`config.mk`:
```
export PLATFORM = sky130hd
export DESIGN_NAME = turfbus_tx
export DESIGN_NICKNAME = d
export VERILOG_FILES = /design/src/rtl/turfbus_tx_pkg.sv /design/src/rtl/turfbus_tx_fifo.sv /design/src/rtl/turfbus_tx.sv
export SDC_FILE = /design/constraint.sdc
export NUM_CORES = 1
export LEC_CHECK = 0
export ABC_CLOCK_PERIOD_IN_PS = 12900
export CAP_MARGIN = 40
export CORE_AREA = 2 2 212 214
export DETAILED_ROUTE_END_ITERATION = 8
export DIE_AREA = 0 0 214 216
export PLACE_DENSITY = 0.7
export SYNTH_ARGS = -nofsm -noshare
export SYNTH_HDL_FRONTEND = slang
export SYNTH_HIERARCHICAL = 1
export SYNTH_SLANG_ARGS = --single-unit
export TNS_END_PERCENT = 1
```
`constraint.sdc`:
```
create_clock -name clk_i -period 12.9 [get_ports clk_i]
set_input_delay 1.935 -clock clk_i [delete_from_list [all_inputs] [get_ports clk_i]]
set_output_delay 1.935 -clock clk_i [all_outputs]
set_load 0.05 [all_outputs]
```
`src/rtl/turfbus_tx_pkg.sv`:
```
// TURFbus transmitter shared definitions.
// Byte constants and state encoding, also used by the TURF-side receiver.
package turfbus_tx_pkg;

    localparam logic [7:0] TAG_MORE  = 8'hA5;
    localparam logic [7:0] TAG_LAST  = 8'hAF;
    localparam logic [7:0] IDLE_BYTE = 8'h00;

    typedef enum logic [3:0] {
        ST_IDLE = 4'd0,
        ST_REQ  = 4'd1,
        ST_TAG  = 4'd2,
        ST_B0   = 4'd3,
        ST_B1   = 4'd4,
        ST_B2   = 4'd5,
        ST_B3   = 4'd6,
        ST_CSUM = 4'd7,
        ST_GAP  = 4'd8
    } state_t;

    typedef struct packed {
        logic        last;
        logic [31:0] dat;
    } word_t;

    function automatic logic [7:0] tag_of(input logic last);
        return last ? TAG_LAST : TAG_MORE;
    endfunction

endpackage

```
`src/rtl/turfbus_tx_fifo.sv`:
```
// TURFbus transmitter word FIFO.
// Synchronous, first-word fall-through; writes are dropped when full.
module turfbus_tx_fifo
    import turfbus_tx_pkg::*;
#(
    parameter int AW = 4
) (
    input  logic  clk,
    input  logic  rst,
    input  logic  wr,
    input  logic  rd,
    input  word_t din,
    output word_t dout,
    output logic  full,
    output logic  empty
);

    word_t       mem [2**AW];
    logic [AW:0] wptr;
    logic [AW:0] rptr;

    assign empty = (wptr == rptr);
    assign full  = (wptr[AW] != rptr[AW])
                && (wptr[AW-1:0] == rptr[AW-1:0]);
    assign dout  = mem[rptr[AW-1:0]];

    always_ff @(posedge clk or posedge rst) begin
        if (rst) begin
            wptr <= '0;
            rptr <= '0;
        end else begin
            if (wr && !full)
                wptr <= wptr + 1'b1;
            if (rd && !empty)
                rptr <= rptr + 1'b1;
        end
    end

    always_ff @(posedge clk) begin
        if (wr && !full)
            mem[wptr[AW-1:0]] <= din;
    end

endmodule

```
`src/rtl/turfbus_tx.sv`:
```
// TURFbus data transmitter: FIFO, 4-phase link arbitration,
// tagged byte serializer with trailing XOR checksum.
module turfbus_tx
    import turfbus_tx_pkg::*;
#(
    parameter int FIFO_AW = 4
) (
    input  logic        clk_i,
    input  logic        rst_i,
    input  logic [31:0] dat_i,
    input  logic        valid_i,
    input  logic        last_i,
    output logic        ready_o,
    output logic [7:0]  td_o,
    output logic        sreq_o,
    input  logic        treq_i,
    output logic        busy_o,
    output logic [15:0] pkts_sent_o
);

    word_t            head;
    word_t            din;
    logic             full;
    logic             empty;
    logic             wr;
    logic             rd;
    logic             treq_m;
    logic             treq_s;
    logic [FIFO_AW:0] pkt_cnt;
    logic             inc;
    logic             dec;

    state_t      state;
    state_t      state_n;
    logic [7:0]  td_q;
    logic [7:0]  td_n;
    logic [7:0]  csum;
    logic [7:0]  csum_n;
    logic [7:0]  tag_byte;
    logic        tag_ok;
    logic        tag_ok_n;
    logic        cur_last;
    logic        last_n;
    logic        sreq_q;
    logic        sreq_n;
    logic        gap_entry;
    logic [15:0] pkts;

    assign din     = '{last: last_i, dat: dat_i};
    assign wr      = valid_i && !full;
    assign ready_o = !full;

    turfbus_tx_fifo #(
        .AW(FIFO_AW)
    ) u_fifo (
        .clk  (clk_i),
        .rst  (rst_i),
        .wr   (wr),
        .rd   (rd),
        .din  (din),
        .dout (head),
        .full (full),
        .empty(empty)
    );

    always_ff @(posedge clk_i or posedge rst_i) begin
        if (rst_i) begin
            treq_m <= 1'b0;
            treq_s <= 1'b0;
        end else begin
            treq_m <= treq_i;
            treq_s <= treq_m;
        end
    end

    assign inc = wr && last_i;
    assign dec = rd && head.last;

    always_ff @(posedge clk_i or posedge rst_i) begin
        if (rst_i)
            pkt_cnt <= '0;
        else if (inc && !dec)
            pkt_cnt <= pkt_cnt + 1'b1;
        else if (dec && !inc)
            pkt_cnt <= pkt_cnt - 1'b1;
    end

    // td_o is loaded with the byte belonging to the state being entered
    assign tag_byte = empty ? IDLE_BYTE : tag_of(head.last);

    always_comb begin
        state_n   = state;
        td_n      = IDLE_BYTE;
        rd        = 1'b0;
        csum_n    = csum;
        tag_ok_n  = tag_ok;
        last_n    = cur_last;
        gap_entry = 1'b0;
        unique case (state)
            ST_IDLE: begin
                if (pkt_cnt != '0 || full)
                    state_n = ST_REQ;
            end
            ST_REQ: begin
                if (treq_s) begin
                    state_n  = ST_TAG;
                    td_n     = tag_byte;
                    tag_ok_n = !empty;
                    last_n   = head.last;
                end
            end
            ST_TAG: begin
                if (tag_ok) begin
                    state_n = ST_B0;
                    td_n    = head.dat[7:0];
                    csum_n  = csum ^ td_n;
                end else begin
                    td_n     = tag_byte;
                    tag_ok_n = !empty;
                    last_n   = head.last;
                end
            end
            ST_B0: begin
                state_n = ST_B1;
                td_n    = head.dat[15:8];
                csum_n  = csum ^ td_n;
            end
            ST_B1: begin
                state_n = ST_B2;
                td_n    = head.dat[23:16];
                csum_n  = csum ^ td_n;
            end
            ST_B2: begin
                state_n = ST_B3;
                td_n    = head.dat[31:24];
                csum_n  = csum ^ td_n;
                rd      = 1'b1;
            end
            ST_B3: begin
                if (cur_last) begin
                    state_n = ST_CSUM;
                    td_n    = csum;
                    csum_n  = '0;
                end else begin
                    state_n  = ST_TAG;
                    td_n     = tag_byte;
                    tag_ok_n = !empty;
                    last_n   = head.last;
                end
            end
            ST_CSUM: begin
                state_n   = ST_GAP;
                gap_entry = 1'b1;
            end
            ST_GAP: begin
                if (!treq_s)
                    state_n = ST_IDLE;
            end
            default: state_n = ST_IDLE;
        endcase
    end

    assign sreq_n = (state_n != ST_IDLE) && (state_n != ST_GAP);

    always_ff @(posedge clk_i or posedge rst_i) begin
        if (rst_i) begin
            state    <= ST_IDLE;
            td_q     <= IDLE_BYTE;
            csum     <= '0;
            tag_ok   <= 1'b0;
            cur_last <= 1'b0;
            sreq_q   <= 1'b0;
            pkts     <= '0;
        end else begin
            state    <= state_n;
            td_q     <= td_n;
            csum     <= csum_n;
            tag_ok   <= tag_ok_n;
            cur_last <= last_n;
            sreq_q   <= sreq_n;
            if (gap_entry)
                pkts <= pkts + 16'd1;
        end
    end

    assign td_o        = td_q;
    assign sreq_o      = sreq_q;
    assign busy_o      = (state != ST_IDLE);
    assign pkts_sent_o = pkts;

endmodule

```
==> results.cfg, run 1 <==
[status]
status = finished clean

[critical_path]
end_kind = primary output
worstReg2RegEnd = pkt_cnt[4]$_DFFE_PP0P_
criticalPathCategory = register to primary output
crit_path_end = ready_o
reg2reg_depth = 12
critPathArrivalTime_ns = 3.68
worstSetupStartpointType = register
required_ns = 10.97
ff2ff_setup_slack_ns = 8.66
crit_start = u_fifo/rptr[1]$_DFFE_PP0P_
crit_fanout = 47
r2r_start = u_fifo/rptr[1]$_DFFE_PP0P_

[logic_synthesis]
synth-edff-count = 528
synthCells = 1158
syn_area_sq_mm = 0.0231
syn_area_per_cell_sq_um = 20.0
synth.distinct_cells = 64
ys.flop_type = edfxtp_1
yosys_warnings = 6
async_flop_share_pct = 9.59
synth_fp_nets = 1206
synth-seq-area-share_pct = 74.7
ys_seq_elements = 584

[cts]
hold_buffers = 0
clockRootBuffer = clkbuf_16
cts_buffer_depth = 3
clkTransAtPathRegs_ns = 0.06
cts_resized = 0
htree_levels = 2
cts_buffers = 56
worstSkewPairLatency_ns = 0.61
cts_sinks = 584
cts_tree = built
cts_setup_buffers = 0

[power_and_ir_drop]
vdd_ir_drop_max_mv = 0.125
powerDensity_mw_per_mm2 = 218
leakagePower_nw = 8.52

[sta]
min_period_over_period_pct = 43.5
layout_setup_ws_ns = 7.29
finalSetupViolCount = 0
worst_slew_pin_slew_ns = 0.832
holdWs_ns = 0.371
hold_viol_final = 0
fin_tns_setup_ns = 0
drv_slew = 0
fin_crit_ns = 5.61
max_slew_margin_pct = 44.5
fmax_mhz = 178
fin_skew_ns = 0.0143
rsz0062_at_grt = no

[flow_run]
drv_cap = 0

[final_layout]
drive_gt1_share_pct = 21.7
utilization_pct = 59.9
n_antenna_cell = 0
mostFrequentLayoutCells = 528 x edfxtp_1, 132 x mux4_2, 66 x o22ai_1, 63 x clkdlybuf4s50_1, 57 x clkbuf_16
finalNetCount = 1289
fin_cells = 1879
layout.cells.most_common = edfxtp_1
syn_to_final_growth_pct = 13.5

[floorplanning]
dieWidth_um = 214
die_h_um = 216
ioPinCount = 64
core_area_sq_mm = 0.0438
placementRows = 77
start_util_pct = 52.7
die-area_sq_mm = 0.0462

[global_route]
track_usage_pct = 20.7
gr-usage-met2_pct = 35.3
grt_pass1_vias = 11800
antenna_found_initial = 1
grtUsageMet3_pct = 2.95
grt_max_degree = 48
grt_pass1_wl_um = 71700
busiest_layer = met2
overflow = 0
grt_use_met1_pct = 28.2

[detailed_routing]
wirelength_um = 46900
firstDrtPassIters = 5
drcViolationCount = 0
via_per_inst = 6.05
drt_iter0_markers = 1074
ant_nets = 0
vias = 11400
routedWlPerCell_um = 24.9

[min_path]
hold_path_class = register to register

[placement]
place.gp.congestion = 0.785
dp_hpwl_um = 25400
numPortBuffers = 63
place_inst = 1775
post-place-ws_ns = 7.86
==> worst max-delay path, cell delays in order, from the launching register on <==
cell,delay (ns)
dfrtp_4,0.96
xnor2_1,0.19
nand4_1,0.46
nor2_4,0.64
inv_1,0.09
clkdlybuf4s50_1,0.72
==> metrics by stage <==
stage	total power, mW	cell area (sq um)
2_1_floorplan	3.71	23100
4_1_cts	5.77	26200
3_5_place_dp	4.16	24400
5_1_grt	5.96	26200
3_3_place_gp	4.10	24300
6_report	5.71	26200
==> kinds of logic (layout without fill, tap and decap cells) <==
group,count (synthesis),after routing,share of synthesized area [%]
flip-flops,584,584,74.7
AND/OR/NAND/NOR,162,162,3.76
multiplexers,145,145,13.5
AO/OA/AOI/OAI,140,140,4.10
buffers and inverters,85,214,2.14
XOR/XNOR,31,31,1.21
adder cells (fa/ha/maj),11,11,0.628
==> synth_stat cells, types with 4 or more instances <==
library cell | n | share of area [%]
nand2b_1 | 7 | 0.19
clkbuf_1 | 15 | 0.24
a21o_1 | 8 | 0.26
a2111o_1 | 8 | 0.39
and3_1 | 5 | 0.14
o21ai_1 | 9 | 0.19
buf_6 | 6 | 0.29
o22ai_1 | 66 | 1.8
nand4_1 | 5 | 0.14
edfxtp_1 | 528 | 69
nor2_1 | 49 | 0.80
buf_2 | 20 | 0.43
mux2_2 | 11 | 0.54
xnor2_1 | 23 | 0.87
nor4_1 | 4 | 0.11
xor2_1 | 7 | 0.27
nand3_1 | 13 | 0.28
buf_1 | 4 | 0.065
inv_1 | 18 | 0.29
mux4_2 | 132 | 13
nor2b_1 | 6 | 0.16
nand2_1 | 33 | 0.54
dfrtp_1 | 56 | 6.1
o21ai_0 | 9 | 0.19
a21oi_1 | 13 | 0.28
a22oi_1 | 9 | 0.29
nor3_1 | 18 | 0.39
buf_4 | 19 | 0.62
ha_1 | 10 | 0.54
==> cell type report <==
class,instances,area (sq um)
sequential,584,17300
inverter,18,67.6
clock buffer,75,1490
multi-input combinational,489,5450
clock inverter,29,300
tap,592,741
timing repair buffer,92,913
fill,3133,17600
==> registers in the layout, summed over array words and instances, names as in the netlist <==
| register | flops |
|---|---|
| treq_m | 1 |
| csum | 8 |
| state | 4 |
| treq_s | 1 |
| td_o | 8 |
| pkt_cnt | 5 |
| pkts_sent_o | 16 |
| sreq_o | 1 |
| u_fifo/mem | 528 |
| tag_ok | 1 |
| u_fifo/wptr | 5 |
| u_fifo/rptr | 5 |
| cur_last | 1 |
==> worst min path at each step <==
stage,depth (start not counted),slack (ns),startpoint,to
final,0,0.37,treq_m$_DFF_PP0_,treq_s$_DFF_PP0_
after global routing,0,0.39,treq_m$_DFF_PP0_,treq_s$_DFF_PP0_
after CTS,0,0.37,treq_m$_DFF_PP0_,treq_s$_DFF_PP0_
after detailed placement,0,0.34,treq_m$_DFF_PP0_,treq_s$_DFF_PP0_
after global placement,0,0.35,treq_m$_DFF_PP0_,treq_s$_DFF_PP0_
after floorplan,0,0.33,treq_m$_DFF_PP0_,treq_s$_DFF_PP0_
==> routing by layer <==
| metal | share of wire, % | vias to the layer above |
|---|---|---|
| li1 | - | 4926 |
| met1 | 41 | 5983 |
| met2 | 51 | 382 |
| met3 | 6.3 | 67 |
| met4 | 1.9 | 2 |
| met5 | 0.023 | - |
==> power breakdown <==
group	internal (mW)	leakage, nW	switching (mW)	total [mW]
clock	0.932	0.873	0.666	1.60
combinational	0.729	2.17	0.888	1.62
sequential	2.31	5.48	0.192	2.50
Note: power is estimated with default switching activity, not from simulation.
==> inputs of run 2 (changes only) <==
--- a/config.mk
+++ b/config.mk
@@ -5,7 +5,7 @@
 export SDC_FILE = /design/constraint.sdc
 export NUM_CORES = 1
 export LEC_CHECK = 0
-export ABC_CLOCK_PERIOD_IN_PS = 12900
+export ABC_CLOCK_PERIOD_IN_PS = 5300
 export CAP_MARGIN = 40
 export CORE_AREA = 2 2 212 214
 export DETAILED_ROUTE_END_ITERATION = 8
==> constraint.sdc (replaced) <==
create_clock -name clk_i -period 5.3 [get_ports clk_i]
set_input_delay 0.795 -clock clk_i [delete_from_list [all_inputs] [get_ports clk_i]]
set_output_delay 0.795 -clock clk_i [all_outputs]
set_load 0.05 [all_outputs]
==> run 2 against run 1 <==
Compared with the run above:
- register-to-register slack got worse by 7.1 ns
- setup slack got worse by 6.2 ns
- clock skew rose by 0.013 ns
- sequential share of layout area rose by 0.097 points
- wire length rose by 3.2%
==> results.cfg, run 2 (synthesis results as in run 1) <==
[final_layout]
utilization_pct = 59.8
layout.cells.most_common = edfxtp_1
multi_input_area_sq_mm = 0.00546
largest_reg_flops = 528
seq_area_sq_mm = 0.0173
n_antenna_cell = 0
nFillCells = 3090
mostFrequentLayoutCells = 528 x edfxtp_1, 132 x mux4_2, 66 x o22ai_1, 63 x clkdlybuf4s50_1, 57 x clkbuf_16
finalNetCount = 1290
syn_to_final_growth_pct = 13.4
drive_gt1_share_pct = 21.2

[floorplanning]
die_h_um = 216
core_area_sq_mm = 0.0438
ioPinCount = 64
placementRows = 77
dieWidth_um = 214
start_util_pct = 52.7
die-area_sq_mm = 0.0462

[sta]
fin_tns_setup_ns = 0
min_period_over_period_pct = 80.2
hold_viol_final = 0
rsz0062_at_grt = no
worst_slew_pin_slew_ns = 0.966
fmax_mhz = 235
fin_crit_ns = 4.25
finalSetupViolCount = 0
fin_skew_ns = 0.0275
max_slew_margin_pct = 35.6
drv_slew = 0
holdWs_ns = 0.363

[flow_run]
drv_cap = 0

[cts]
clkTransAtPathRegs_ns = 0.06
worstSkewPairLatency_ns = 0.61
cts_buffers = 56
hold_buffers = 0
clockRootBuffer = clkbuf_16
htree_levels = 2
cts_buffer_depth = 3
cts_tree = built
cts_resized = 0
cts_setup_buffers = 0
cts_sinks = 584

[critical_path]
slowest_stage = dfrtp_4
r2r_start = u_fifo/rptr[2]$_DFFE_PP0P_
reg2reg_depth = 12
worstSetupStartpointType = register
criticalPathCategory = register to primary output
critPathArrivalTime_ns = 3.46
worstReg2RegEnd = pkt_cnt[4]$_DFFE_PP0P_
worstPathCellList = xnor2_1, nand4_1, nor2_4, buf_4, inv_1, clkdlybuf4s50_1
required_ns = 4.51
crit_buf_inv = 3
cp.depth = 6
crit_fanout = 35
critical-path-top-delay-family = buffers and inverters
ff2ff_setup_slack_ns = 1.52
end_kind = primary output
slowest_delay_ns = 0.87

[power_and_ir_drop]
p_sw_mw = 4.29
p_int_mw = 9.52
p_seq_share_pct = 43.7
combPwrFrac_pct = 29.1
powerDensity_mw_per_mm2 = 527
clkPwrFrac_pct = 27.2
vdd_ir_drop_max_mv = 0.482
leakagePower_nw = 8.47
p_sw_share_pct = 31.0

[detailed_routing]
ant_nets = 0
met1_length_um = 19900
wirelength_um = 48400
drt_iter0_markers = 1325
vias = 11600
highest-signal-layer = met5
via_per_inst = 6.16
wl_met2_um = 23700
routedWlPerCell_um = 25.8
met3_wirelength_um = 3290
drcViolationCount = 0
firstDrtPassIters = 7

[global_route]
grt_pass1_wl_um = 73900
overflow = 0
antenna_found_initial = 1
grt_pass1_vias = 11900
grt_max_degree = 131
track_usage_pct = 21.3

[placement]
dp_hpwl_um = 26600
numPortBuffers = 63
place.gp.congestion = 0.768

[status]
status = finished clean

[min_path]
hold_start = treq_m$_DFF_PP0_
min_to = treq_s$_DFF_PP0_
hold_path_depth = 0
hold_path_class = register to register
==> run 2: cell types whose count changed in the layout (fill, tap and decap cells not counted), moves of 2 or more <==
cell	delta
inv_6	-3
clkinvlp_4	+2
bufinv_16	-3
clkinv_2	-6
clkinv_1	+5
==> run 2: how the worst max path moves through the flow <==
stage | startpoint | end | slack, ns
6_report | u_fifo/rptr[0]$_DFFE_PP0P_ | ready_o | 1.05
5_1_grt | u_fifo/rptr[0]$_DFFE_PP0P_ | ready_o | 0.81
4_1_cts | u_fifo/rptr[0]$_DFFE_PP0P_ | ready_o | 0.95
3_5_place_dp | u_fifo/rptr[2]$_DFFE_PP0P_ | pkt_cnt[4]$_DFFE_PP0P_ | 1.53
3_3_place_gp | u_fifo/rptr[2]$_DFFE_PP0P_ | pkt_cnt[4]$_DFFE_PP0P_ | 1.61
2_1_floorplan | u_fifo/rptr[1]$_DFFE_PP0P_ | u_fifo/mem[0][0]$_DFFE_PP_ | -0.03
==> run 2: worst register-to-register path: stages (launching register included) <==
cell and delay, ns:
dfrtp_4 0.76, buf_4 0.71, mux4_2 0.44, o22ai_1 0.16, nor2_1 0.11, nand2_1 0.07
ha_1 0.15, inv_1 0.11, fa_1 0.42, a21o_1 0.19, a21oi_1 0.20, mux2i_1 0.25
xnor2_1 0.14
==> run 2: through the flow <==
stage	instance area (sq um)	total power, mW	instances	worst slack, ns
after floorplan	23100	9.04	1158	-0.0275
after global placement	24400	9.99	1772	1.61
after detailed placement	24500	10.2	1776	1.53
after CTS	26200	13.9	1876	0.951
after global routing	26200	14.4	1876	0.814
final	26200	13.8	1876	1.05
==> run 2: per-layer routing <==
metal  vias to the layer above  track usage, %
met5                         -               0
met4                         2            7.90
met3                       101            3.24
met2                       473            34.7
met1                      6052            29.5
li1                       4931               -
==> run 2: final cells by class <==
class	count	share of cell area [%]
clock buffer	75	5.70
timing repair buffer	93	3.59
sequential	584	65.9
multi-input combinational	489	20.9
tap	592	2.83
inverter	18	0.258
clock inverter	25	0.860
==> run 2: power groups by stage <==
stage	combinational [mW]	sequential (mW)	clock [mW]
after global placement	3.86	6.12	0
after floorplan	3.04	6.00	0
after global routing	4.31	6.11	4.00
after CTS	4.04	6.05	3.83
final	4.02	6.04	3.75
after detailed placement	4.02	6.14	0
==> inputs of run 3 (changes only) <==
--- a/config.mk
+++ b/config.mk
@@ -5,12 +5,12 @@
 export SDC_FILE = /design/constraint.sdc
 export NUM_CORES = 1
 export LEC_CHECK = 0
-export ABC_CLOCK_PERIOD_IN_PS = 5300
+export ABC_CLOCK_PERIOD_IN_PS = 3600
 export CAP_MARGIN = 40
 export CORE_AREA = 2 2 212 214
 export DETAILED_ROUTE_END_ITERATION = 8
 export DIE_AREA = 0 0 214 216
-export PLACE_DENSITY = 0.7
+export PLACE_DENSITY = 0.72
 export SYNTH_ARGS = -nofsm -noshare
 export SYNTH_HDL_FRONTEND = slang
 export SYNTH_HIERARCHICAL = 1
==> constraint.sdc (replaced) <==
create_clock -name clk_i -period 3.6 [get_ports clk_i]
set_input_delay 0.54 -clock clk_i [delete_from_list [all_inputs] [get_ports clk_i]]
set_output_delay 0.54 -clock clk_i [all_outputs]
set_load 0.05 [all_outputs]
==> run 3 against run 2 <==
Compared with the run above:
- combinational power is 60% higher
- power is 51% higher
- count of clock-buffer cells in the layout is 8 lower
- sequential share of layout area is 0.78 points lower
- clock skew is 0.0025 ns lower
- sequential power is 44% higher
- critical path type is now register to register
- largest power group unchanged
==> results.cfg, run 3 (synthesis results as in run 1) <==
[cts]
clkTransAtPathRegs_ns = 0.06
htree_levels = 2
clockRootBuffer = clkbuf_16
cts_tree = built
cts_buffers = 56
hold_buffers = 0
cts_sinks = 584
cts_setup_buffers = 0
cts_buffer_depth = 3
worstSkewPairLatency_ns = 0.63
cts_resized = 0

[critical_path]
critPathArrivalTime_ns = 3.51
criticalPathCategory = register to register
worstReg2RegEnd = td_o[2]$_DFF_PP0_
crit_buf_inv = 2
worstPathCellList = buf_12, buf_4, mux4_2, o22ai_1, nor2_1, mux2_2, a22oi_1, o21ai_1, a211o_1
ff2ff_setup_slack_ns = 0.58
crit_path_end = td_o[2]$_DFF_PP0_
crit_fanout = 38
crit_start = u_fifo/rptr[1]$_DFFE_PP0P_
worstSetupStartpointType = register
slowest_stage = dfrtp_4
slowest_delay_ns = 0.52
reg2reg_depth = 9
end_kind = register
critical-path-top-delay-family = compound AO/OA/AOI/OAI gates
cp.depth = 9
required_ns = 4.10
r2r_start = u_fifo/rptr[1]$_DFFE_PP0P_

[global_route]
grt_pass1_wl_um = 76900
overflow = 0
track_usage_pct = 22.5
grt_pass1_vias = 12100
antenna_found_initial = 3
grt_max_degree = 39

[detailed_routing]
routedWlPerCell_um = 26.7
firstDrtPassIters = 5
ant_nets = 0
drcViolationCount = 0
wirelength_um = 51000
via_per_inst = 6.19
drt_iter0_markers = 1391
vias = 11800

[final_layout]
layout.cells.most_common = edfxtp_1
largest_reg_flops = 528
nFillCells = 3035
final_area_sq_mm = 0.0265
mostFrequentLayoutCells = 528 x edfxtp_1, 132 x mux4_2, 66 x o22ai_1, 62 x clkdlybuf4s50_1, 57 x buf_4
utilization_pct = 60.5
fin_cells = 1906
finalNetCount = 1321
drive_gt1_share_pct = 24.1
syn_to_final_growth_pct = 14.7

[placement]
place_inst = 1807
post-place-ws_ns = 0.584
placed_area_sq_mm = 0.0247
place.gp.congestion = 0.793
numPortBuffers = 63
dp_hpwl_um = 29400

[status]
status = finished clean

[floorplanning]
die-area_sq_mm = 0.0462
ioPinCount = 64
dieWidth_um = 214
start_util_pct = 52.7
die_h_um = 216
placementRows = 77
core_area_sq_mm = 0.0438

[sta]
hold_viol_final = 0
fmax_mhz = 332
finalSetupViolCount = 0
fin_tns_setup_ns = 0
holdWs_ns = 0.252
fin_crit_ns = 3.02
fin_skew_ns = 0.0250
drv_slew = 0
max_slew_margin_pct = 55.6
min_period_over_period_pct = 83.8
rsz0062_at_grt = no
worst_slew_pin_slew_ns = 0.659
layout_setup_ws_ns = 0.585

[power_and_ir_drop]
powerDensity_mw_per_mm2 = 788
vdd_ir_drop_max_mv = 0.456
p_sw_mw = 6.60
leakagePower_nw = 8.68
p_int_mw = 14.3
finalPower_mw = 20.9
clkPwrFrac_pct = 27.6
combPwrFrac_pct = 30.8
p_sw_share_pct = 31.6
p_seq_share_pct = 41.6

[min_path]
hold_path_class = input pin to asynchronous set/reset pin

[flow_run]
drv_cap = 0
## run 3: changes by cell type in the layout (fill, tap and decap cells not counted), sizes merged
cell / before / now
buf: 30 / 62
bufinv: 3 / 5
clkbuf: 75 / 67
clkdlybuf4s50: 63 / 62
clkinv: 19 / 20
diode: 0 / 1
inv: 18 / 21
## run 3: power by group through the flow
stage | Clock (mW) | Combinational, mW | Sequential, mW
detailed placement | 0 | 6.41 | 8.81
CTS | 5.86 | 6.46 | 8.68
global placement | 0 | 6.27 | 8.76
floorplan | 0 | 4.48 | 8.83
global route | 6.11 | 6.85 | 8.75
finish | 5.76 | 6.44 | 8.68
## run 3: routing by layer
metal	up-vias	track usage [%]	wire (um)
li1	4988	-	-
met1	6125	31.3	20100
met2	593	36.2	25000
met3	86	4.55	4570
met5	-	0	28
met4	4	7.34	1270
## run 3: cell type report
class	count	area, sq um	area share (%)
diodes	1	2.50	0.00944
clock buffers	67	1470	5.55
clock inverters	31	334	1.26
inverters	18	67.6	0.255
multi-input cells	489	5480	20.7
flip-flops and latches	584	17300	65.1
well taps	592	741	2.79
repair buffers	124	1150	4.33
## run 3: worst min path at each step
stage                     slack [ns]                    endpoint  depth (start not counted)
final                           0.25  pkts_sent_o[0]$_DFFE_PP0N_                          2
after global routing            0.27  pkts_sent_o[0]$_DFFE_PP0N_                          2
after CTS                       0.24  pkts_sent_o[0]$_DFFE_PP0N_                          2
after detailed placement        0.34            treq_s$_DFF_PP0_                          0
after global placement          0.34            treq_s$_DFF_PP0_                          0
after floorplan                 0.33            treq_s$_DFF_PP0_                          0
